File: src/rtl/mem_rw_requester.sv
// mem_rw_requester: one-outstanding request/response bridge to a word-indexed memory.
// Define MEM_RW_REQUESTER_RANGE_CHECK_EN to reject addresses outside the RAM window.
module mem_rw_requester #(
   parameter logic [63:0] BASE_ADDR = 64'h0000_0000_8000_0000,
   parameter logic [63:0] RAM_BYTES = 64'd1610612736
) (
   input  logic        clock,
   input  logic        reset_n,
   input  logic        req_valid,
   output logic        req_ready,
   input  logic        req_wen,
   input  logic [63:0] req_addr,
   input  logic [63:0] req_wdata,
   input  logic [7:0]  req_wstrb,
   output logic        resp_valid,
   input  logic        resp_ready,
   output logic [63:0] resp_rdata,
   output logic        resp_err,
   output logic        r_enable,
   output logic [63:0] r_index,
   input  logic [63:0] r_data,
   output logic        w_enable,
   output logic [63:0] w_index,
   output logic [63:0] w_data,
   output logic [63:0] w_mask
);

   typedef enum logic [2:0] {
      IDLE,
      RD,
      RDATA,
      WR,
      RESP
   } state_t;

   state_t      state_q;
   state_t      state_d;
   logic [63:0] req_idx;
   logic [63:0] idx_q;
   logic [63:0] wdata_q;
   logic [7:0]  strb_q;
   logic [63:0] mask_exp;
   logic        accept;
   logic        bad_addr;

   if (RAM_BYTES[2:0] != 3'd0) begin : g_bad_ram_bytes
      $error("RAM_BYTES must be a whole number of 64-bit words");
   end

   assign req_idx = (req_addr - BASE_ADDR) >> 3;
   assign accept  = (state_q == IDLE) && req_valid;

`ifdef MEM_RW_REQUESTER_RANGE_CHECK_EN
   localparam logic [63:0] RAM_END = BASE_ADDR + RAM_BYTES;

   logic err_q;

   assign bad_addr = (req_addr < BASE_ADDR) || (req_addr >= RAM_END);
   assign resp_err = err_q;

   always_ff @(posedge clock or negedge reset_n) begin
      if (!reset_n) begin
         err_q <= 1'b0;
      end else if (accept) begin
         err_q <= bad_addr;
      end
   end
`else
   assign bad_addr = 1'b0;
   assign resp_err = 1'b0;
`endif

   for (genvar i = 0; i < 8; i++) begin : g_mask
      assign mask_exp[8*i +: 8] = {8{strb_q[i]}};
   end

   always_ff @(posedge clock or negedge reset_n) begin
      if (!reset_n) begin
         state_q <= IDLE;
      end else begin
         state_q <= state_d;
      end
   end

   always_comb begin
      state_d = state_q;
      unique case (state_q)
         IDLE: begin
            if (req_valid) begin
               if (bad_addr) begin
                  state_d = RESP;
               end else if (req_wen) begin
                  state_d = WR;
               end else begin
                  state_d = RD;
               end
            end
         end
         RD:    state_d = RDATA;
         RDATA: state_d = RESP;
         WR:    state_d = RESP;
         RESP: begin
            if (resp_ready) begin
               state_d = IDLE;
            end
         end
         default: state_d = IDLE;
      endcase
   end

   always_comb begin
      req_ready  = 1'b0;
      resp_valid = 1'b0;
      r_enable   = 1'b0;
      r_index    = '0;
      w_enable   = 1'b0;
      w_index    = '0;
      w_data     = '0;
      w_mask     = '0;
      unique case (state_q)
         IDLE: req_ready = 1'b1;
         RD: begin
            r_enable = 1'b1;
            r_index  = idx_q;
         end
         RDATA: ;
         WR: begin
            w_enable = 1'b1;
            w_index  = idx_q;
            w_data   = wdata_q;
            w_mask   = mask_exp;
         end
         RESP: resp_valid = 1'b1;
         default: ;
      endcase
   end

   // Response data is cleared on accept so writes and errors answer 0.
   always_ff @(posedge clock or negedge reset_n) begin
      if (!reset_n) begin
         idx_q      <= '0;
         wdata_q    <= '0;
         strb_q     <= '0;
         resp_rdata <= '0;
      end else begin
         if (accept) begin
            idx_q      <= req_idx;
            wdata_q    <= req_wdata;
            strb_q     <= req_wstrb;
            resp_rdata <= '0;
         end
         if (state_q == RDATA) begin
            resp_rdata <= r_data;
         end
      end
   end

endmodule

File: config.mk
export PLATFORM = sky130hd
export DESIGN_NAME = mem_rw_requester
export DESIGN_NICKNAME = d
export VERILOG_FILES = /design/src/rtl/mem_rw_requester.sv
export SDC_FILE = /design/constraint.sdc
export NUM_CORES = 1
export LEC_CHECK = 0
export BUFFER_PORTS_ARGS = -buffer_cell sky130_fd_sc_hd__buf_2
export CORE_AREA = 2 2 206 208
export DETAILED_ROUTE_END_ITERATION = 7
export DIE_AREA = 0 0 208 210
export PLACE_DENSITY = 0.51
export SYNTH_ARGS = -nofsm -noshare
export SYNTH_HDL_FRONTEND = slang
export SYNTH_SLANG_ARGS = --single-unit
File: constraint.sdc
create_clock -name clock -period 2.65 [get_ports clock]
set_input_delay 0.1325 -clock clock [delete_from_list [all_inputs] [get_ports clock]]
set_output_delay 0.1325 -clock clock [all_outputs]
set_load 0.01 [all_outputs]
==> results.yml, run 1 <==
cells_and_area:
  fillers: 4280
  drive_above_1_share_pct: 31.7
  final_area_sq_um: 15200
  diodes: 0
  final_nets: 2017
  areaGrowthSynthToFinish_pct: 53.6
  finish.cell_count_without_fillers: 2363
timing:
  hold_ws_ps: 36.3
  grt_setup_unrepaired: "no"
  setup_tns_ps: 0
  fin_crit_ps: 2380
  fmax_ghz: 0.419
  tightestPinTransition_ps: 691
  setup_viol: 0
  maxSlewViolCount: 0
  relSlewSlack_pct: 53.9
  finClkSkew_ps: 11.7
  hold_viol_final: 0
  period_share_pct: 90.0
status:
  status: "finished clean"
setup_path:
  worstReg2RegEnd: "idx_q[6]$_DFFE_PN0P_"
  worstSetupEndpointType: "output pin"
  cp-start-kind: "flop"
  path_buf_inv: 2
  critPathLaunch: "state_q[2]$_DFFE_PN0P_"
  slowest_delay_ps: 470
  critPathMaxFanout: 60
  r2r_cells: 6
  path_delay_family: "simple AND/OR/NAND/NOR gates"
  arrival_ps: 2250
  path_cells: "nand2b_1 -> nor2_4 -> buf_12 -> and2_1 -> buf_2"
  r2r_start: "state_q[1]$_DFFE_PN0P_"
  worst_ep_required_time_ps: 2520
  r2r_slack_ps: 620
  crit_slowest_cell: "and2_1"
  path_depth: 5
  path_class: "reg2out"
  critPathCapture: "w_mask[6]"
min_path:
  min_path_type: "in2reg"
global_routing:
  grt_pass1_vias: 9818
  grt_remaining_overflow: 0
  antenna_found_initial: 0
  grt_pass1_wl_um: 52100
  grt_max_degree: 129
  grt_use_total_pct: 14.9
floorplanning:
  io_pins: 530
  die-area_sq_um: 43700
  start_util_pct: 23.8
  fp.coreArea_sq_um: 41500
  die_y_um: 210
  die_w_um: 208
  rows: 75
cts:
  clkTransAtPathRegs_ps: 70
  postCtsSetupRepairBufs: 0
  clk_latency_ps: 440
  h-tree-depth: 4
  cts_made_buffers: 17
  cts_resized: 0
  cts_hold_buf: 190
  clk_path_buf_depth: 2
  ctsRootBufferMaster: "clkbuf_16"
  cts_sinks: 200
  cts_tree: "built"
synthesis:
  syn_inst: 1191
  synth_edf_count: 0
  ys_seq_elements: 200
  ys_seq_area_share_pct: 50.7
  yosysWarnings: 0
  syn_avg_cell_area_sq_um: 8.28
  async_flop_share_pct: 100
  synthFlopType: "dfrtp_1"
  netlist_area_sq_um: 9860
  synth_cell_types: 34
detailed_routing:
  ant_nets: 0
  dr.pass1.iters: 6
  vias: 9830
  viasPerCell: 4.16
  wirelength_um: 33000
  wl_per_cell_um: 14.0
  drc_errors: 0
  drt_iter0_markers: 435
pwr:
  powerDensity_nw_per_um2: 841
  finalPower_mw: 12.7
  leakage_nw: 8.23
  peakVddDrop_mv: 0.535
flow_run:
  drv_cap: 0
place:
  port_buffers: 519
  gp_congestion: 0.793
  dp_cells: 2141
  dp.final_hpwl_um: 23100
  dpl_cell_area_sq_um: 12700
## cells in the final DEF (no fill, tap or decap), types with 3 or more instances in the layout
master and instances:
o21ai_0 96, conb_1 7, and2_1 194, xnor2_1 20, nor3_1 12, or4_1 4, nor4_1 7, dfrtp_1 200
buf_12 7, nand3_1 3, nor2_1 11, clkbuf_8 4, dlygate4sd3_1 190, xor2_1 9, buf_4 15, inv_6 5
nand2_1 462, clkbuf_16 17, clkinv_2 4, inv_1 3, buf_2 518, or3_1 7
## cells in the mapped netlist, types with 6 or more instances
| library cell | count | area [sq um] |
|---|---|---|
| and2_1 | 194 | 1210 |
| nor3_1 | 13 | 65.1 |
| or3_1 | 7 | 43.8 |
| nor4_1 | 7 | 43.8 |
| nor2_1 | 13 | 48.8 |
| nand2_1 | 463 | 1740 |
| buf_1 | 6 | 22.5 |
| o21ai_0 | 96 | 480 |
| buf_4 | 63 | 473 |
| xor2_1 | 9 | 78.8 |
| dfrtp_1 | 200 | 5000 |
| xnor2_1 | 20 | 175 |
| clkbuf_1 | 66 | 248 |
## power breakdown
group | leakage, nW | switching, mW | total, mW | internal [mW]
logic | 5.44 | 2.90 | 4.82 | 1.93
clock network | 0.271 | 1.23 | 2.52 | 1.29
registers | 2.53 | 0.875 | 5.39 | 4.52
## per-layer routing
| metal | part of all wire (%) | vias to the layer above | track usage [%] |
|---|---|---|---|
| li1 | - | 4878 | - |
| met1 | 42 | 4610 | 17.6 |
| met2 | 51 | 316 | 26.7 |
| met3 | 5.9 | 26 | 3.92 |
| met4 | 1.4 | 0 | 3.77 |
| met5 | 0 | - | 0 |
## per-stage QoR
stage	worst slack [ps]	util, %
after floorplan	639	-
after detailed placement	470	30.6
after global placement	459	30.6
final	265	36.5
after CTS	107	36.5
after global routing	83.2	36.5
## worst min-delay path, cell delays in order
cell and delay [ps]:
buf_2 120, xor2_1 60, o21ai_0 120
## worst min-delay path by stage
stage / to / start / cells past startpoint
finish: idx_q[42]$_DFFE_PN0P_ / req_addr[45] / 3
global route: idx_q[43]$_DFFE_PN0P_ / req_addr[46] / 3
CTS: idx_q[42]$_DFFE_PN0P_ / req_addr[45] / 3
detailed placement: idx_q[49]$_DFFE_PN0P_ / reset_n / 1
global placement: idx_q[49]$_DFFE_PN0P_ / reset_n / 1
floorplan: idx_q[0]$_DFFE_PN0P_ / reset_n / 0
## sequential cells by signal, summed over array words and instances (netlist names)
signal      count
state_q         3
resp_rdata     64
idx_q          61
strb_q          8
wdata_q        64
## cell type report
cell class	count	area [sq um]	area share, %
Clock buffer	21	470	3.10
Tap cell	539	674	4.45
Sequential cell	200	5000	33.0
Clock inverter	11	82.6	0.545
Inverter	4	16.3	0.107
Multi-Input combinational cell	857	4150	27.4
Timing Repair Buffer	731	4760	31.4
## kinds of logic after synthesis
group,share of synthesized area (%)
other cells,0.0380
buf+inv,7.74
fa+ha+maj,0.127
flops,50.7
xor+xnor,2.57
compound gates,5.20
simple gates,33.6
Note: power is estimated with default switching activity, not from simulation.
==> run 2: changes to the inputs <==
--- a/config.mk
+++ b/config.mk
@@ -5,10 +5,12 @@
 export SDC_FILE = /design/constraint.sdc
 export NUM_CORES = 1
 export LEC_CHECK = 0
+export ABC_AREA = 1
 export BUFFER_PORTS_ARGS = -buffer_cell sky130_fd_sc_hd__buf_2
-export CORE_AREA = 2 2 206 208
+export CORE_AREA = 2 2 207 209
+export CTS_CLUSTER_SIZE = 8
 export DETAILED_ROUTE_END_ITERATION = 7
-export DIE_AREA = 0 0 208 210
+export DIE_AREA = 0 0 209 211
 export PLACE_DENSITY = 0.51
 export SYNTH_ARGS = -nofsm -noshare
 export SYNTH_HDL_FRONTEND = slang
==> results.yml, run 2 <==
synthesis:
  synthFlopType: "dfrtp_1"
  ys_seq_area_share_pct: 49.0
  syn_avg_cell_area_sq_um: 7.57
  yosysWarnings: 0
  synthTopCellsByCount: "nor2_1, inv_1, nand2_1"
  syn_inst: 1348
  synth_top_area_cell: "dfrtp_1"
  synth_edf_count: 0
  netlist_area_sq_um: 10200
  ys_seq_elements: 200
  synth_top_area_share_pct: 49.0
  synthTopCellsByArea: "dfrtp_1, nor2_1, inv_1"
  synth_cell_types: 27
  synth_most_common_cell: "nor2_1"
  async_flop_share_pct: 100
floorplanning:
  start_util_pct: 24.4
  die-area_sq_um: 44100
  die_y_um: 211
  fp.coreArea_sq_um: 41800
  io_pins: 530
  die_w_um: 209
  rows: 75
timing:
  period_share_pct: 90.4
  maxSlewViolCount: 0
  hold_ws_ps: -15.9
  grt_setup_unrepaired: "no"
  fin_crit_ps: 2390
  relSlewSlack_pct: 55.7
  hold_viol_final: 1
  fmax_ghz: 0.418
  setup_tns_ps: 0
  finClkSkew_ps: 8.71
  setup_viol: 0
  tightestPinTransition_ps: 665
place:
  dp.final_hpwl_um: 25600
  gp_congestion: 0.888
  port_buffers: 519
cts:
  ctsRootBufferMaster: "clkbuf_16"
  cts_tree: "built"
  h-tree-depth: 4
  clkTransAtPathRegs_ps: 80
  clk_latency_ps: 440
  clk_path_buf_depth: 2
  cts_made_buffers: 17
  postCtsSetupRepairBufs: 0
  cts_sinks: 200
setup_path:
  worst_ep_required_time_ps: 2520
  worstReg2RegEnd: "idx_q[15]$_DFFE_PN0P_"
  path_cells: "inv_1 -> nor3_2 -> inv_4 -> buf_4 -> nor2_1 -> buf_4 -> buf_2"
  r2r_slack_ps: 640
  r2r_start: "state_q[1]$_DFFE_PN0P_"
  arrival_ps: 2260
  path_buf_inv: 5
  slowest_delay_ps: 450
  path_class: "reg2out"
  critPathMaxFanout: 37
  worstSetupEndpointType: "output pin"
  r2r_cells: 6
  crit_slowest_cell: "dfrtp_1"
  path_delay_family: "buffers and inverters"
  cpMostUsedCell: "buf_4"
  cp-start-kind: "flop"
status:
  status: "finished with violations"
  failed_checks: "negative hold slack"
pwr:
  p_sw_mw: 5.44
  leakage_nw: 8.54
  p_int_mw: 8.18
  p_comb_share_pct: 41.1
  seq_power_share_pct: 36.5
  peakVddDrop_mv: 0.487
  powerDensity_nw_per_um2: 890
  clockPowerShare_pct: 22.3
  finalPower_mw: 13.6
  sw_frac_of_total_pct: 39.9
global_routing:
  grt_pass1_wl_um: 54500
  grt_max_degree: 98
  antenna_found_initial: 1
  grt_remaining_overflow: 0
  grt_use_total_pct: 15.7
  grt_pass1_vias: 10081
min_path:
  min_path_type: "in2reg"
  hold_end: "wdata_q[59]$_DFFE_PN0P_"
  min_from: "req_wdata[59]"
  hold_depth: 3
detailed_routing:
  vias: 10499
  drt_iter0_markers: 445
  drc_errors: 0
  viasPerCell: 4.19
  wirelength_um: 35600
  dr.pass1.iters: 5
  wl_per_cell_um: 14.2
  ant_nets: 0
cells_and_area:
  areaGrowthSynthToFinish_pct: 49.9
  utilization_pct: 36.6
  final_nets: 2161
  most-common-layout-cells: "buf_2, nor2_1, inv_1"
  drive_above_1_share_pct: 29.7
  largestRegisters: "resp_rdata: 64 flops, wdata_q: 64 flops, idx_q: 61 flops"
  final_common_cell: "buf_2"
flow_run:
  drv_cap: 0
-- run 2: cell types whose count changed in the layout (fill, tap and decap cells not counted), sizes merged, moves of 7 or more --
| cell | before | now |
|---|---|---|
| xnor2 | 20 | 0 |
| nor4 | 7 | 0 |
| nor3 | 13 | 3 |
| inv | 8 | 241 |
| o21ai | 96 | 187 |
| and2 | 194 | 0 |
| dlygate4sd3 | 190 | 174 |
| nand2 | 463 | 206 |
| nor2 | 13 | 260 |
| nand3 | 3 | 92 |
| or3 | 7 | 0 |
-- run 2: per-stage QoR --
step | setup slack (ps) | instances | cell area, sq um
floorplan | 883 | 1354 | 10200
global placement | 651 | 2301 | 12900
detailed placement | 609 | 2301 | 12900
CTS | 99.0 | 2507 | 15300
global route | 7.99 | 2507 | 15300
finish | 256 | 2508 | 15300
-- run 2: area by class of cell --
cell class              instances  area [sq um]
inverters                     234           883
well taps                     539           674
flip-flops and latches        200          5000
repair buffers                715          4590
clock buffers                  19           453
diodes                          1          2.50
multi-input cells             787          3470
clock inverters                13           226
fillers                      4348         26500
-- run 2: how the worst max path moves through the flow --
stage | endpoint | start | cells past startpoint | slack, ps
after floorplan | w_mask[10] | state_q[2]$_DFFE_PN0P_ | 5 | 880
after global placement | r_index[44] | state_q[0]$_DFFE_PN0P_ | 6 | 650
after detailed placement | r_index[48] | state_q[0]$_DFFE_PN0P_ | 6 | 610
after CTS | r_index[31] | state_q[0]$_DFFE_PN0P_ | 6 | 100
after global routing | r_index[45] | state_q[2]$_DFFE_PN0P_ | 5 | 8
final | w_mask[33] | state_q[1]$_DFFE_PN0P_ | 7 | 260
-- run 2: logic make-up (layout without fill, tap and decap cells) --
logic type / count (synthesis) / after routing / synth area share (%)
AND/OR/NAND/NOR: 566 / 566 / 22.3
buffers and inverters: 367 / 981 / 17.4
AO/OA/AOI/OAI: 204 / 204 / 10.3
flip-flops: 200 / 200 / 49.0
XOR/XNOR: 9 / 9 / 0.772
adder cells (fa/ha/maj): 1 / 1 / 0.123
other: 1 / 8 / 0.0367
-- run 2: layer usage --
layer,global-route usage (%),up-vias,share of wire (%)
met4,4.73,0,2.3
met5,0,-,0
met1,19.0,4833,42
met2,26.9,383,48
met3,4.64,42,6.8
li1,-,5241,-
-- run 2: worst register-to-register path, cell delays in order (launching register included) --
cell and delay, ps:
dfrtp_1 440, nor2_2 170, nand2_1 120, nor2_4 140
buf_12 340, buf_12 430, o21ai_0 230
-- run 2: power by group through the flow --
stage | logic (mW) | registers [mW] | clock network [mW]
finish | 5.60 | 4.98 | 3.04
global route | 6.36 | 5.13 | 3.29
CTS | 5.69 | 4.98 | 3.16
detailed placement | 5.46 | 5.03 | 0
global placement | 5.40 | 5.00 | 0
floorplan | 3.46 | 5.13 | 0
-- run 2: what timing repair did --
action | 4_1_cts | 5_1_grt
resized for setup | 0 | 2
setup endpoints to repair | 0 | 22
hold buffers | 174 | 0
hold endpoints to repair | 229 | 0
